`src/rtl/mdu_pipe_if.sv`:
```
`default_nettype none
// ============================================================================
// Module   : mdu_pipe_if
// Brief    : Request/result bundle between the execute stage and mdu_pipe.
// Revision : 1.0 - initial release
// ============================================================================
interface mdu_pipe_if #(
  parameter int WIDTH = 32
) ();
  logic             op_valid;
  logic [2:0]       op_code;
  logic [WIDTH-1:0] src_a;
  logic [WIDTH-1:0] src_b;
  logic             flush;
  logic             op_ready;
  logic             done;
  logic             div_by_zero;
  logic [WIDTH-1:0] hi;
  logic [WIDTH-1:0] lo;

  modport master (
    output op_valid, op_code, src_a, src_b, flush,
    input  op_ready, done, div_by_zero, hi, lo
  );

  modport slave (
    input  op_valid, op_code, src_a, src_b, flush,
    output op_ready, done, div_by_zero, hi, lo
  );
endinterface
`default_nettype wire

```
`src/rtl/mdu_pipe.sv`:
```
`default_nettype none
// ============================================================================
// Module   : mdu_pipe
// Brief    : HI/LO multiply/divide unit: pipelined multiply, radix-2 divide.
// Revision : 1.0 - initial release
// ============================================================================
module mdu_pipe #(
  parameter int WIDTH      = 32,
  parameter int MUL_STAGES = 2
) (
  input  wire logic clock,
  input  wire logic reset,
  mdu_pipe_if.slave bus
);
  localparam logic [1:0] c_IDLE = 2'd0;
  localparam logic [1:0] c_MUL  = 2'd1;
  localparam logic [1:0] c_DIV  = 2'd2;
  localparam logic [1:0] c_FIX  = 2'd3;

  localparam logic [2:0] c_OP_MULT  = 3'b000;
  localparam logic [2:0] c_OP_MULTU = 3'b001;
  localparam logic [2:0] c_OP_DIV   = 3'b010;
  localparam logic [2:0] c_OP_DIVU  = 3'b011;
  localparam logic [2:0] c_OP_MTHI  = 3'b100;
  localparam logic [2:0] c_OP_MTLO  = 3'b101;

  localparam int c_CNT_MAX = (WIDTH > MUL_STAGES) ? WIDTH : MUL_STAGES;
  localparam int c_CNT_W   = $clog2(c_CNT_MAX + 1);

  logic [1:0]           r_state;
  logic [c_CNT_W-1:0]   r_count;
  logic [2*WIDTH-1:0]   r_mulPipe [MUL_STAGES];
  logic [WIDTH-1:0]     r_quot;
  logic [WIDTH-1:0]     r_divisor;
  logic [WIDTH-1:0]     r_dividend;
  logic [WIDTH:0]       r_rem;
  logic                 r_negQuot;
  logic                 r_negRem;
  logic                 r_divZero;
  logic [WIDTH-1:0]     r_hi;
  logic [WIDTH-1:0]     r_lo;
  logic                 r_done;
  logic                 r_divByZero;

  logic                 w_ready;
  logic                 w_accept;
  logic                 w_signed;
  logic [2*WIDTH-1:0]   w_extA;
  logic [2*WIDTH-1:0]   w_extB;
  logic [2*WIDTH-1:0]   w_product;
  logic                 w_negA;
  logic                 w_negB;
  logic [WIDTH-1:0]     w_magA;
  logic [WIDTH-1:0]     w_magB;
  logic [WIDTH:0]       w_remShift;
  logic [WIDTH+1:0]     w_diff;
  logic                 w_qBit;
  logic [WIDTH-1:0]     w_quotFix;
  logic [WIDTH-1:0]     w_remFix;

  assign w_ready  = (r_state == c_IDLE) & ~reset;
  assign w_accept = bus.op_valid & w_ready & ~bus.flush;

  // Odd op codes are the unsigned variants of both MULT and DIV.
  assign w_signed  = ~bus.op_code[0];
  assign w_extA    = w_signed ? {{WIDTH{bus.src_a[WIDTH-1]}}, bus.src_a} : {{WIDTH{1'b0}}, bus.src_a};
  assign w_extB    = w_signed ? {{WIDTH{bus.src_b[WIDTH-1]}}, bus.src_b} : {{WIDTH{1'b0}}, bus.src_b};
  assign w_product = w_extA * w_extB;

  assign w_negA = w_signed & bus.src_a[WIDTH-1];
  assign w_negB = w_signed & bus.src_b[WIDTH-1];
  assign w_magA = w_negA ? -bus.src_a : bus.src_a;
  assign w_magB = w_negB ? -bus.src_b : bus.src_b;

  // Restoring step: dividend bits leave r_quot at the top, quotient bits enter at the bottom.
  assign w_remShift = {r_rem[WIDTH-1:0], r_quot[WIDTH-1]};
  assign w_diff     = {r_rem, r_quot[WIDTH-1]} - {2'b00, r_divisor};
  assign w_qBit     = ~w_diff[WIDTH+1];

  assign w_quotFix = r_negQuot ? -r_quot : r_quot;
  assign w_remFix  = r_negRem ? -r_rem[WIDTH-1:0] : r_rem[WIDTH-1:0];

  always_ff @(posedge clock) begin
    if (reset) begin
      r_state     <= c_IDLE;
      r_count     <= '0;
      r_quot      <= '0;
      r_divisor   <= '0;
      r_dividend  <= '0;
      r_rem       <= '0;
      r_negQuot   <= 1'b0;
      r_negRem    <= 1'b0;
      r_divZero   <= 1'b0;
      r_hi        <= '0;
      r_lo        <= '0;
      r_done      <= 1'b0;
      r_divByZero <= 1'b0;
      for (int i = 0; i < MUL_STAGES; i++) r_mulPipe[i] <= '0;
    end else begin
      r_done      <= 1'b0;
      r_divByZero <= 1'b0;
      if (w_accept) r_mulPipe[0] <= w_product;
      for (int i = 1; i < MUL_STAGES; i++) r_mulPipe[i] <= r_mulPipe[i-1];

      if (bus.flush && (r_state != c_IDLE)) begin
        r_state <= c_IDLE;
      end else begin
        case (r_state)
          c_IDLE: begin
            if (w_accept) begin
              case (bus.op_code)
                c_OP_MULT, c_OP_MULTU: begin
                  r_state <= c_MUL;
                  r_count <= c_CNT_W'(MUL_STAGES - 1);
                end
                c_OP_DIV, c_OP_DIVU: begin
                  r_state    <= c_DIV;
                  r_count    <= c_CNT_W'(WIDTH - 1);
                  r_quot     <= w_magA;
                  r_divisor  <= w_magB;
                  r_dividend <= bus.src_a;
                  r_rem      <= '0;
                  r_negQuot  <= w_negA ^ w_negB;
                  r_negRem   <= w_negA;
                  r_divZero  <= (bus.src_b == '0);
                end
                c_OP_MTHI: r_hi <= bus.src_a;
                c_OP_MTLO: r_lo <= bus.src_a;
                default: ;
              endcase
            end
          end
          c_MUL: begin
            if (r_count == '0) begin
              r_state        <= c_IDLE;
              {r_hi, r_lo}   <= r_mulPipe[MUL_STAGES-1];
              r_done         <= 1'b1;
            end else begin
              r_count <= r_count - 1'b1;
            end
          end
          c_DIV: begin
            r_rem  <= w_qBit ? w_diff[WIDTH:0] : w_remShift;
            r_quot <= {r_quot[WIDTH-2:0], w_qBit};
            if (r_count == '0) r_state <= c_FIX;
            else               r_count <= r_count - 1'b1;
          end
          c_FIX: begin
            r_state     <= c_IDLE;
            r_done      <= 1'b1;
            r_divByZero <= r_divZero;
            if (r_divZero) begin
              r_lo <= '1;
              r_hi <= r_dividend;
            end else begin
              r_lo <= w_quotFix;
              r_hi <= w_remFix;
            end
          end
          default: r_state <= c_IDLE;
        endcase
      end
    end
  end

  assign bus.op_ready    = w_ready;
  assign bus.done        = r_done;
  assign bus.div_by_zero = r_divByZero;
  assign bus.hi          = r_hi;
  assign bus.lo          = r_lo;
endmodule
`default_nettype wire

```
`src/flat_wrapper.sv`:
```
// flat-port wrapper written by rule: the top's interface ports become plain ports
module mdu_pipe_flat 
#(
  parameter int WIDTH      = 32,
  parameter int MUL_STAGES = 2
)
  (clock, reset, bus_op_valid, bus_op_code, bus_src_a, bus_src_b, bus_flush, bus_op_ready, bus_done, bus_div_by_zero, bus_hi, bus_lo);
  mdu_pipe_if #(.WIDTH(WIDTH)) bus_i ();
  input  wire logic clock;
  input  wire logic reset;
  input wire logic [$bits(bus_i.op_valid)-1:0] bus_op_valid;
  input wire logic [$bits(bus_i.op_code)-1:0] bus_op_code;
  input wire logic [$bits(bus_i.src_a)-1:0] bus_src_a;
  input wire logic [$bits(bus_i.src_b)-1:0] bus_src_b;
  input wire logic [$bits(bus_i.flush)-1:0] bus_flush;
  output wire logic [$bits(bus_i.op_ready)-1:0] bus_op_ready;
  output wire logic [$bits(bus_i.done)-1:0] bus_done;
  output wire logic [$bits(bus_i.div_by_zero)-1:0] bus_div_by_zero;
  output wire logic [$bits(bus_i.hi)-1:0] bus_hi;
  output wire logic [$bits(bus_i.lo)-1:0] bus_lo;
  assign bus_i.op_valid = bus_op_valid;
  assign bus_i.op_code = bus_op_code;
  assign bus_i.src_a = bus_src_a;
  assign bus_i.src_b = bus_src_b;
  assign bus_i.flush = bus_flush;
  assign bus_op_ready = bus_i.op_ready;
  assign bus_done = bus_i.done;
  assign bus_div_by_zero = bus_i.div_by_zero;
  assign bus_hi = bus_i.hi;
  assign bus_lo = bus_i.lo;
  mdu_pipe #(.WIDTH(WIDTH), .MUL_STAGES(MUL_STAGES)) u_core (.clock(clock), .reset(reset), .bus(bus_i));
endmodule
```
`config.mk`:
```
export PLATFORM = sky130hd
export DESIGN_NAME = mdu_pipe_flat
export DESIGN_NICKNAME = d
export VERILOG_FILES = /design/src/rtl/mdu_pipe_if.sv /design/src/rtl/mdu_pipe.sv /design/src/flat_wrapper.sv
export SDC_FILE = /design/constraint.sdc
export NUM_CORES = 2
export LEC_CHECK = 0
export ABC_AREA = 0
export CORE_ASPECT_RATIO = 1.1
export CORE_MARGIN = 2
export CORE_UTILIZATION = 60
export DETAILED_ROUTE_END_ITERATION = 7
export GPL_TIMING_DRIVEN = 0
export PLACE_DENSITY = 0.84
export SLEW_MARGIN = 10
export SYNTH_ARGS = -nofsm -noshare
export SYNTH_HDL_FRONTEND = slang
export SYNTH_SLANG_ARGS = --single-unit
```
`constraint.sdc`:
```
create_clock -name clock -period 12.2 [get_ports clock]
set_input_delay 3.66 -clock clock [delete_from_list [all_inputs] [get_ports clock]]
set_output_delay 3.66 -clock clock [all_outputs]
set_load 0.01 [all_outputs]
```
# [After elaboration in Yosys (flattened, before gate mapping)]
# Memories as Yosys holds them, arrays and structs flattened.
# Cells that the tools add are included.
[op_classes] n_lt_le_gt_ge=0 n_div=0 add_sub_neg=6 mul=1 n_reduce_logical=20 n_bitwise=14 n_mux=42 eq_ne=16 shifts=0
[ops] operator="2-to-1 mux 32 bit" count=14
[ops] operator="2-to-1 mux 64 bit" count=4
[ops] operator="case mux 32 bit (3 select lines)" count=2
[ops] operator="negation 32 bit" count=4
[ops] operator="2-to-1 mux 33 bit" count=3
[ops] operator="case mux 33 bit (2 select lines)" count=1
[ops] operator="multiplier 64 x 64 -> 64 bit" count=1
[ops] operator="case mux 32 bit (2 select lines)" count=1
[ops] operator="subtractor 34 x 32 -> 34 bit" count=1
[ops] operator="zero test 32 bit" count=1
[ops] operator="case mux 6 bit (2 select lines)" count=2
[ops] operator="AND reduction 5 bit" count=3
[ops] operator="2-to-1 mux 6 bit" count=2
[ops] operator="AND reduction 4 bit" count=3
[ops] operator="!= test 2 bit (second input constant)" count=4
[ops] operator="case mux 2 bit (4 select lines)" count=1
[ops] operator="OR reduction 2 bit" count=4
[ops] operator="2-to-1 mux 1 bit" count=7
[ops] operator="equality test 3 x 2 -> 1 bit (second input constant)" count=2
[ops] operator="equality test 3 bit (second input constant)" count=2
[ops] operator="zero test 6 bit" count=1
[ops] operator="2-to-1 mux 2 bit" count=3
[ops] operator="!= test 2 x 1 -> 1 bit (second input constant)" count=3
[ops] operator="NOT 1 bit" count=6
[ops] operator="other kinds (16)" count=24
[word_totals] out_inout_bits=67 ff_bits=206 romBits=0 mem_count=1 latch_bits=0 ram_bits=128 wordCells=113
[memory_table] memory="u_core.r_mulPipe" words=2 width=64 rd=2 rd_ports_with_merged_regs=0 wr=2 line="mdu_pipe.sv:32" source="logic [2*WIDTH-1:0] r_mulPipe [MUL_STAGES];"

# [Depth between registers and ports, before layout]
[depth] depth_word=8 ltp_mapped=38 depth_no_buf=34

# [Worst setup path after synthesis]
# OpenSTA, ideal clock, no wires.
[synth_timing] path_type="in2reg" startpoint="input bus_op_code[0]" endpoint="memory u_core.r_mulPipe[0][60] in the netlist's numbering, data pin" path_stages=35 n_path_buf=5 setup_slack_ns=-0.698 t_required_ns=11.934 t_arrival_ns=12.632 path_cell_list="clkbuf_1 > nor2b_1 > clkbuf_1 > clkbuf_1 > buf_1 > nand2_1 > inv_1 > fa_1 > inv_1 > fa_1 > fa_1 > inv_1 > fa_1 > inv_1 > fa_1 > inv_1 > fa_1 > fa_1 > fa_1 > fa_1 > inv_1 > fa_1 > inv_1 > ha_1 > clkbuf_1 > a21o_1 > a21o_1 > a21o_1 > a21o_1 > a21oi_1 > nor2_1 > a211oi_1 > o31ai_1 > xnor2_1 > nor2_1"
[synth_rtl] item="start: declaration" line="flat_wrapper.sv:12" source="input wire logic [$bits(bus_i.op_code)-1:0] bus_op_code;"
[synth_rtl] item="end: declaration" line="mdu_pipe.sv:32"

==> flow_metrics.tcl <==
set metrics [dict create \
    max_slew_margin 0.1869 \
    cp_slowest_cell "fa_2" \
    synth_area_per_cell_sq_um 9.135 \
    hold_buffers 0 \
    cts_sinks 334 \
    port_buffers 106 \
    startpoint_type "input port" \
    pre_cts_ws_ns -4.408 \
    dp.cells 8778 \
    ioPinCount 138 \
    ys_warn_count 0 \
    ys.flop_type "dfxtp_1" \
    cts_max_level 1 \
    violations "setup timing" \
    grt_start_max_net_pins 42 \
    synth_compound_gate_area_share 0.07685 \
    yosys.area_share.adder 0.5000 \
    synthXorXnorAreaFrac 0.03550 \
    clkSlewWorstSetupHoldPaths_ns 0.08 \
    synthCells 7181 \
    finClkSkew_ns 0.03043 \
    numCtsBuffers 27 \
    fmax_ghz 0.07919 \
    nNetsFinal 9385 \
    num_vias 56589 \
    crit_fanout 8 \
    wl_per_cell_um 32.17 \
    area_growth_pct 14.37 \
    setup-tns-final_ns -0.9904 \
    r2r_slack_ns 7.47 \
    cp.required_ns 12.57 \
    cts_tree "done" \
    grt_pass1_vias 57761 \
    ys_ff_latch 334 \
    core_area_sq_um 108700 \
    chipHeight_um 350.8 \
    synthArstFlopShare 0 \
    place_congestion 1.119 \
    ant_nets 0 \
    hp-class "reg2reg" \
    crit_type "in2reg" \
    first_iter_violations 6925 \
    drv_cap 0 \
    tightest_slew_ns 1.220 \
    layout-drive-gt1-share 0.1095 \
    die_area_sq_um 112000 \
    post_drt_via_cell_ratio 6.274 \
    clockRootBuffer "clkbuf_16" \
    ys_types 72 \
    synthMuxAreaShare 0.005188 \
    synth_edf_count 128 \
    crit_top_cell "fa_1" \
    drt-total-wl_mm 290.2 \
    synthesis.area_sq_um 65600 \
    overflow 0 \
    fin_ws_ns -0.4272 \
    clockBufferDepth 3 \
    num_rows 127 \
    track_usage 0.5211 \
    yosysSeqAreaShare 0.1215 \
    synth_top_family_by_area "adder cells" \
    fin_util 0.6903 \
    finalHoldViolations 0 \
    drt_first_pass_iters 7 \
    fin_cells 9020 \
    period_share 1.035 \
    arrival_ns 12.99 \
    finalSetupViolations 7 \
    grt_antenna_before_repair 40 \
    clk_latency_ns 0.64 \
    run_status "finished, violations left" \
    rsz0062_at_grt "yes" \
    crit_path_end_kind "flop" \
    dp_hpwl_mm 228.4 \
    maxSlewViolCount 0 \
    initial_core_util 0.6035 \
    grt_pass1_wl_mm 406.7 \
    layout_min_cycle_time_ns 12.63 \
    synth_simple_gate_area_frac 0.1464 \
    die_w_um 319.3 \
    slowest_delay_ns 0.66 \
    drc 0 \
]
-- cell usage after synthesis, types with 17 or more instances --
library cell,count,area [sq um]
mux2i_1,34,340.3
a311oi_1,30,262.8
fa_1,1416,28350
o21ai_0,193,965.9
ha_1,355,4442
o31ai_1,33,247.7
a21o_1,53,397.9
clkbuf_1,377,1415
nor4_1,17,106.4
dfxtp_1,206,4124
a211oi_1,57,427.9
nor2b_1,82,513.0
a22oi_1,34,255.2
o41ai_1,17,148.9
xor2_1,98,858.3
a21oi_1,221,1106
o21bai_1,20,150.1
inv_1,1585,5949
nand2b_1,18,112.6
and2_1,597,3735
xnor2_1,166,1454
edfxtp_1,128,3844
buf_1,37,138.9
nand3_1,31,155.2
nor2_1,290,1089
o21a_1,19,142.6
a31oi_1,24,150.1
a221o_1,25,250.2
nand2_1,826,3100
or3_1,21,131.4
nor3_1,52,260.3
-- state kept, by name, summed over array words and instances (netlist names), 6 cells and up --
signal             flops
u_core.r_mulPipe     128
u_core.r_rem          33
u_core.bus.hi         32
u_core.bus.lo         32
u_core.r_dividend     32
u_core.r_divisor      32
u_core.r_quot         32
u_core.r_count         6
-- critical path, delay by kind of cell --
family | cells | cell delay (ns)
adder cells (fa/ha/maj) | 11 | 6.04
buffers and inverters | 13 | 1.45
AO/OA/AOI/OAI | 4 | 0.89
AND/OR/NAND/NOR | 4 | 0.52
XOR/XNOR | 1 | 0.36
-- routing by layer --
| metal | vias up | GRT usage | routed length, um | part of all wire |
|---|---|---|---|---|
| met2 | 4624 | 0.7503 | 120000 | 0.41 |
| met1 | 28179 | 0.6146 | 96980 | 0.33 |
| li1 | 22311 | - | - | - |
| met4 | 16 | 0.3776 | 27340 | 0.094 |
| met3 | 1459 | 0.2415 | 45670 | 0.16 |
| met5 | - | 0.0008547 | 188 | 0.00065 |
-- cells by family after synthesis --
group	after synthesis
XOR/XNOR	265
multiplexers	34
other	1
buffers and inverters	2002
flip-flops	334
AO/OA/AOI/OAI	785
AND/OR/NAND/NOR	1988
adder cells (fa/ha/maj)	1772
-- worst paths after layout --
kind | from | endpoint | cells past startpoint
worst max-delay path | bus_op_code[0] | u_core.r_mulPipe[0][63] | 33
worst min-delay path | u_core.r_dividend[22] | u_core.r_dividend[22] | 2
worst max register to register | u_core.r_quot[31] | u_core.r_rem[17] | 14
worst min register to register | u_core.r_dividend[22] | u_core.r_dividend[22] | 2
-- cells in the final DEF (no fill, tap or decap), types with 37 or more instances in the layout --
cell type	instances
a211oi_1	52
a21o_1	52
a21oi_1	193
and2_1	588
buf_4	172
clkbuf_1	129
clkbuf_16	79
clkbuf_2	71
clkbuf_4	59
clkbuf_8	41
clkdlybuf4s50_1	71
conb_1	64
dfxtp_1	206
diode_2	37
edfxtp_1	128
fa_1	1355
fa_2	61
ha_1	317
inv_1	1549
nand2_1	801
nor2_1	276
nor2b_1	79
nor3_1	52
o21ai_0	172
xnor2_1	150
xor2_1	83
-- final cells by class --
class / instances / area (sq um)
Buffer: 394 / 3516
Clock inverter: 22 / 280.3
Timing Repair Buffer: 293 / 2698
Fill cell: 8301 / 33660
Clock buffer: 28 / 679.4
Multi-Input combinational cell: 4908 / 52060
Antenna cell: 37 / 92.59
Inverter: 1585 / 5963
Tap cell: 1419 / 1775
Sequential cell: 334 / 7968
-- what timing repair did --
item                       4_1_cts  5_1_grt
setup buffers                  111       64
setup endpoints to repair       48       31
resized for setup              896      272
cloned                           2        1
pin swaps                       85      141
-- metrics by stage --
stage | area, sq um | hold WS, ns
finish | 75030 | 0.4605
global route | 74950 | 0.4770
CTS | 73590 | 0.4586
detailed placement | 68930 | 0.4473
global placement | 68700 | 0.4416
floorplan | 65860 | 0.4363
Power is left out: the tool's default activity adds up to more than one toggle a clock period on the data nets, which glitch-free logic cannot reach.
